$ cat src/rtl/deserializer_param.sv
`default_nettype none
// ============================================================================
// Module      : deserializer_param
// Description : Parametrised 1:N serial-to-parallel converter. Collects LANES
//               bits per valid beat into WIDTH-bit words. The bit order is
//               selectable. A partial word can be flushed. Completed words are
//               presented on a registered valid/ready output slot, and a
//               sticky overrun flag reports words dropped while the slot was
//               busy.
//               Optional build macro DESERIALIZER_PARAM_SYNC_DETECT_EN adds
//               a HUNT/ALIGNED state machine. In HUNT the block searches for
//               SYNC_WORD before it assembles any word, and it drives an
//               extra `aligned` output.
// Revision    : 1.0 - initial release
// ============================================================================
module deserializer_param #(
    parameter int               WIDTH     = 8,
    parameter int               LANES     = 1,
    parameter int               MSB_FIRST = 0,
    parameter logic [WIDTH-1:0] SYNC_WORD = WIDTH'(8'hB8)
) (
    input  logic                            clk,
    input  logic                            rst,
    input  logic [LANES-1:0]                datain,
    input  logic                            validIn,
    input  logic                            flush,
    output logic [WIDTH-1:0]                dataout,
    output logic                            validOut,
    input  logic                            readyIn,
    output logic                            overrun,
    output logic [$clog2(WIDTH/LANES)-1:0]  beat_cnt
`ifdef DESERIALIZER_PARAM_SYNC_DETECT_EN
    ,
    output logic                            aligned
`endif
);

    localparam int                 c_BEATS     = WIDTH / LANES;
    localparam int                 c_CNT_W     = $clog2(c_BEATS);
    localparam logic [c_CNT_W-1:0] c_LAST_BEAT = c_CNT_W'(c_BEATS - 1);

    logic [WIDTH-1:0]   r_sr;
    logic [c_CNT_W-1:0] r_beat_cnt;
    logic [WIDTH-1:0]   r_dataout;
    logic               r_valid_out;
    logic               r_overrun;

    logic [WIDTH-1:0]   w_shifted;     // shift register contents after this beat
    logic               w_hunt;        // still searching for alignment
    logic               w_complete;    // this beat closes a word
    logic               w_slot_free;   // output slot can take a new word

    // The shift direction sets which end of the word the first bit lands in.
    generate
        if (MSB_FIRST != 0) begin : g_msb_first
            logic [LANES-1:0] w_din_rev;
            for (genvar i = 0; i < LANES; i++) begin : g_rev
                assign w_din_rev[i] = datain[LANES-1-i];
            end
            assign w_shifted = {r_sr[WIDTH-LANES-1:0], w_din_rev};
            // The oldest lane group falls off the top and is never read.
            logic w_unused_head;
            assign w_unused_head = ^r_sr[WIDTH-1:WIDTH-LANES];
        end else begin : g_lsb_first
            assign w_shifted = {datain, r_sr[WIDTH-1:LANES]};
            // The oldest lane group falls off the bottom and is never read.
            logic w_unused_tail;
            assign w_unused_tail = ^r_sr[LANES-1:0];
        end
    endgenerate

`ifdef DESERIALIZER_PARAM_SYNC_DETECT_EN
    typedef enum logic [0:0] {
        HUNT    = 1'b0,
        ALIGNED = 1'b1
    } state_t;

    state_t r_state;
    state_t w_state_next;
    logic   w_sync_hit;

    // A match is checked on every accepted beat, using the post-shift window.
    assign w_sync_hit = validIn && !flush && (w_shifted == SYNC_WORD);

    // State register: reset always returns to HUNT.
    always_ff @(posedge clk) begin
        if (rst) begin
            r_state <= HUNT;
        end else begin
            r_state <= w_state_next;
        end
    end

    // Next-state logic: lock on the sync word, and fall back to HUNT on flush.
    always_comb begin
        w_state_next = r_state;
        case (r_state)
            HUNT:    if (w_sync_hit) w_state_next = ALIGNED;
            ALIGNED: if (flush)      w_state_next = HUNT;
            default: w_state_next = HUNT;
        endcase
    end

    assign w_hunt  = (r_state == HUNT);
    assign aligned = (r_state == ALIGNED);
`else
    // Without alignment hunting, capture is word-aligned from the first beat.
    assign w_hunt = 1'b0;
    logic w_unused_sync;
    assign w_unused_sync = ^SYNC_WORD;
`endif

    assign w_complete  = validIn && !flush && !w_hunt && (r_beat_cnt == c_LAST_BEAT);
    assign w_slot_free = !r_valid_out || readyIn;

    // Capture path: shift accepted beats in and count them; flush clears both.
    always_ff @(posedge clk) begin
        if (rst || flush) begin
            r_sr       <= '0;
            r_beat_cnt <= '0;
        end else if (validIn) begin
            r_sr <= w_shifted;
            if (w_hunt || w_complete) begin
                r_beat_cnt <= '0;
            end else begin
                r_beat_cnt <= r_beat_cnt + 1'b1;
            end
        end
    end

    // Output slot: load completed words, retire on handshake, flag drops.
    always_ff @(posedge clk) begin
        if (rst) begin
            r_dataout   <= '0;
            r_valid_out <= 1'b0;
            r_overrun   <= 1'b0;
        end else if (w_complete) begin
            if (w_slot_free) begin
                r_dataout   <= w_shifted;
                r_valid_out <= 1'b1;
            end else begin
                r_overrun   <= 1'b1;
            end
        end else if (r_valid_out && readyIn) begin
            r_valid_out <= 1'b0;
        end
    end

    assign dataout  = r_dataout;
    assign validOut = r_valid_out;
    assign overrun  = r_overrun;
    assign beat_cnt = r_beat_cnt;

endmodule
`default_nettype wire

$ cat config.mk
export PLATFORM = sky130hd
export DESIGN_NAME = deserializer_param
export DESIGN_NICKNAME = d
export VERILOG_FILES = /design/src/rtl/deserializer_param.sv
export SDC_FILE = /design/constraint.sdc
export NUM_CORES = 1
export LEC_CHECK = 0
export ABC_AREA = 1
export CELL_PAD_IN_SITES_DETAIL_PLACEMENT = 0
export CELL_PAD_IN_SITES_GLOBAL_PLACEMENT = 1
export CORE_ASPECT_RATIO = 1.75
export CORE_MARGIN = 2
export CORE_UTILIZATION = 32
export CTS_BUF_LIST = sky130_fd_sc_hd__clkbuf_2 sky130_fd_sc_hd__clkbuf_4 sky130_fd_sc_hd__clkbuf_8
export CTS_CLUSTER_SIZE = 24
export DETAILED_ROUTE_END_ITERATION = 6
export PLACE_DENSITY_LB_ADDON = 0.1
export SLEW_MARGIN = 10
export SYNTH_ARGS = -nofsm -noshare
export SYNTH_HDL_FRONTEND = slang
export SYNTH_SLANG_ARGS = --single-unit
$ cat constraint.sdc
create_clock -name clk -period 1.21 [get_ports clk]
set_clock_uncertainty 0.15 [all_clocks]
set_input_delay 0.242 -clock clk [delete_from_list [all_inputs] [get_ports clk]]
set_output_delay 0.242 -clock clk [all_outputs]
set_load 0.01 [all_outputs]
# Word-level counts from Yosys, hierarchy flattened
# Index checks and enable logic that the tools add are counted.
# word_totals
reg_bits,21
input_bits,6
output_inout_bits,13
elab_cells,24
# op_classes
n_addsub,1
n_eq_ne,2
mux,4
bitwise_logic,1
n_reduce_logical,11
# ops
cell,n
AND reduction 2 bit,3
adder 3 x 1 -> 3 bit (second input constant),1
== test 3 bit (second input constant),1
logical AND 1 bit,3
two-way mux 1 bit,3
two-way mux 3 bit,1
zero test 1 bit,2
logical OR 1 bit,2
inequality test 2 x 1 -> 1 bit (second input constant),1
nonzero test 2 bit,1
inverter 1 bit,1

# Depth between registers and ports, before layout
# logic_depth
depth_word,5
depth_mapped,7
ltp_nobuf,7

# Worst setup path after synthesis
# OpenSTA, ideal clock, no wires.
# synth_timing
path_kind,flip-flop to flip-flop
from,"register r_beat_cnt[0], in the netlist beat_cnt[0]"
to,"register r_dataout[0], in the netlist dataout[0]"
setup_time_ns,0.113
arrival_ns,1.143
t_required_ns,0.947
slack_ns,-0.196
stages_incl_launch_ff,8
path_buffers,0
period_less_slack_ns,1.406
path_cell_list,dfxtp_1 -> ha_1 -> ha_1 -> nand2_2 -> nor2_4 -> nand3_1 -> nand2_1 -> nor2_1
# synth_between
elab_chain_cells,3
# synth_rtl
item,line,rtl
from (decl),43,logic [c_CNT_W-1:0] r_beat_cnt;
from (signal assigned),126,r_beat_cnt <= r_beat_cnt + 1'b1;
== test 3 bit,113,assign w_complete = validIn && !flush && !w_hunt && (r_beat_cnt == c_LAST_BEAT);
logical AND 1 bit,113,
AND reduction 2 bit (no source line),-,
to (signal assigned),139,r_dataout <= w_shifted;
to (decl),44,logic [WIDTH-1:0] r_dataout;
# No other way between the ends.
# A chain may end at the register's enable or synchronous reset.

# Final worst setup path
# layout_timing
from,"register r_beat_cnt[0], in the netlist beat_cnt[0]"
to,"register r_dataout[4], in the netlist dataout[4]"
# The elaborated chain is that of the path after synthesis.

==> reports/metrics.cfg <==
[clock_tree]
cts_hold_buf=0
htreeDepth=1
insertion_delay_ns=0.26
cts_tree=done
cts-root-buf=clkbuf_8
clk_pin_slew_ns=0.07
numClockSinks=20
clock_path_buffers=2
numCtsBuffers=3

[placed_design]
gp_congestion=0.748
placed_cell_area_mm2=0.00108
portBuffers=18
post-dp-hpwl_mm=1.30

[min_path]
worstHoldStart=dataout[7]
min_to=dataout[7]
hold_class=register to register
holdPathStages=2

[timing]
fin_crit_ns=1.32
fmax_mhz=757
final.setup.tns_ns=-1.26
rsz0062_at_grt=true
finalHoldViolations=0
slew_headroom=0.804
worstMarginPinSlew_ns=0.293
setup_ws_ns=-0.111
finalSetupViolCount=14
slew_viol_final=0
finalCritPeriodShare=1.09

[detailed_routing]
drtAntennaViolNets=0
vias=709
drt_first_iter_violations=12
dr.pass1.iters=4
viasPerCell=4.46
remaining_drc_errors=0
wl_per_cell_um=10.9
finalWirelength_mm=1.74

[yosys]
yosysMostFrequentCell=dfxtp_1
syn-num-nets=115
synth_cell_types=12
synth_edf_count=0
ys_top_cells_by_area=dfxtp_1 49%, nor2_1 8.8%, inv_1 7.8%, a21oi_1 7.4%, nand2_1 7.4%
synth_cells=107
avgSynthCellArea_um2=7.61
async_flop_share=0
synth.top_cells.by_count=20 x dfxtp_1, 19 x nor2_1, 17 x inv_1, 16 x nand2_1, 12 x a21oi_1
yosys.area.top_type=dfxtp_1
ys_seq_area_frac=0.492
yosys_register_bits=20
ys_warn_count=0
synth_area_um2=815
synth_top_area_frac=0.492
ys.flop_type=dfxtp_1

[global_route]
grt_pass1_vias=730
grt_use_total=0.138
grt_pass1_wl_mm=3.11
grt_overflow_total=0
antenna_found_initial=0
grt_max_degree=14

[final_layout]
fin_nets=142
fin_area_mm2=0.00114
diodes=0
drive_gt1_frac=0.361
n_fill_cell=275
area_growth_syn_to_layout_pct=39.8

[power]
p_total_mw=1.27
ir_drop_uv=584
cellPowerDensity_mw_per_mm2=1110
leakage_nw=0.497

[critical_path]
reg2reg_slack_ns=-0.11
reg2reg_to=dataout[4]
critPathKind=register to register
critical_path.max_fanout=5
timing.rr.start=beat_cnt[0]
reg2reg_depth=7
cp-start-kind=register
required_ns=1.22
critical_path.endpoint_type=register
crit_arrival_ns=1.33

[floorplanning]
die_h_um=70.7
die_x_um=42.1
core_mm2=0.00246
std_cell_rows=24
start_util=0.331
ios=19
die_area_mm2=0.00298

[run_status]
failed_checks=setup timing
status=complete, but fails checks

[job]
drv_cap=0

[cells by family (layout without fill, tap and decap cells)]
| kind of cell | count (synthesis) | after routing | share of synthesized area |
|---|---|---|---|
| AOI/OAI and AO/OA | 20 | 20 | 0.123 |
| adders and majority gates | 2 | 2 | 0.0307 |
| buffers and inverters | 18 | 43 | 0.0876 |
| DFF | 20 | 20 | 0.492 |
| and+or+nand+nor | 47 | 48 | 0.267 |
[report_power, final]
| part | switching, mW | internal (mW) |
|---|---|---|
| clock | 0.222 | 0.290 |
| sequential | 0.00591 | 0.665 |
| combinational | 0.0514 | 0.0345 |
| total | 0.279 | 0.989 |
[through the flow]
step	instances	setup WS, ns	hold WS, ns	utilization
after detailed placement	154	-0.391	0.317	0.440
final	159	-0.111	0.307	0.462
after floorplan	107	-0.0803	0.161	-
after global placement	154	-0.388	0.314	0.440
after global routing	159	-0.215	0.331	0.462
after CTS	159	-0.123	0.328	0.470
[timing repair]
item / CTS / global route
cloned: 1 / 0
buffers inserted: 0 / 0
pin swaps: 4 / 3
endpoints found under the setup margin: 27 / 27
gates resized for setup: 50 / 25
[layout make-up]
class | count | area, µm² | share of cell area
multi-input cells | 70 | 415 | 0.365
clock buffers | 4 | 55.1 | 0.0484
well taps | 26 | 32.5 | 0.0286
repair buffers | 22 | 150 | 0.132
flip-flops and latches | 20 | 422 | 0.370
inverters | 17 | 63.8 | 0.0560
[worst max-delay path: stages (launching register included)]
cell,delay [ns]
dfxtp_4,0.37
ha_4,0.14
ha_4,0.15
nand2_4,0.07
nor2_4,0.14
nand3_1,0.09
nand2_1,0.07
nor2_1,0.04
[placed cells by master, fill, tap and decap left out]
cell type,n
a21oi_1,9
a21oi_2,3
buf_2,12
buf_4,3
buf_6,1
clkbuf_8,4
clkdlybuf4s50_1,3
dfxtp_1,7
dfxtp_2,11
dfxtp_4,2
dlygate4sd2_1,3
ha_4,2
inv_1,16
inv_2,1
nand2_1,12
nand2_2,2
nand2_4,3
nand3_1,8
nand3_4,1
nor2_1,19
nor2_4,3
o21ai_0,8
[worst max path at each step]
| stage | from | end | slack, ns | cells after the start |
|---|---|---|---|---|
| 6_report | beat_cnt[0] | dataout[4] | -0.11 | 7 |
| 5_1_grt | beat_cnt[0] | dataout[0] | -0.21 | 7 |
| 4_1_cts | beat_cnt[0] | dataout[4] | -0.12 | 7 |
| 3_5_place_dp | validIn | dataout[4] | -0.39 | 6 |
| 3_3_place_gp | validIn | dataout[4] | -0.39 | 6 |
| 2_1_floorplan | beat_cnt[0] | dataout[0] | -0.08 | 7 |
[metal layers]
layer	vias to the layer above	part of all wire	track usage
met1	301	0.41	0.142
met4	0	0.030	0.0833
met2	14	0.52	0.252
li1	389	-	-
met5	-	0	0
met3	5	0.038	0.0230
[registers in the layout (all words and copies together), names as in the netlist]
register	count
validOut	1
dataout	8
r_sr	7
beat_cnt	3
overrun	1
No activity file was read; power rests on OpenSTA's default activity.
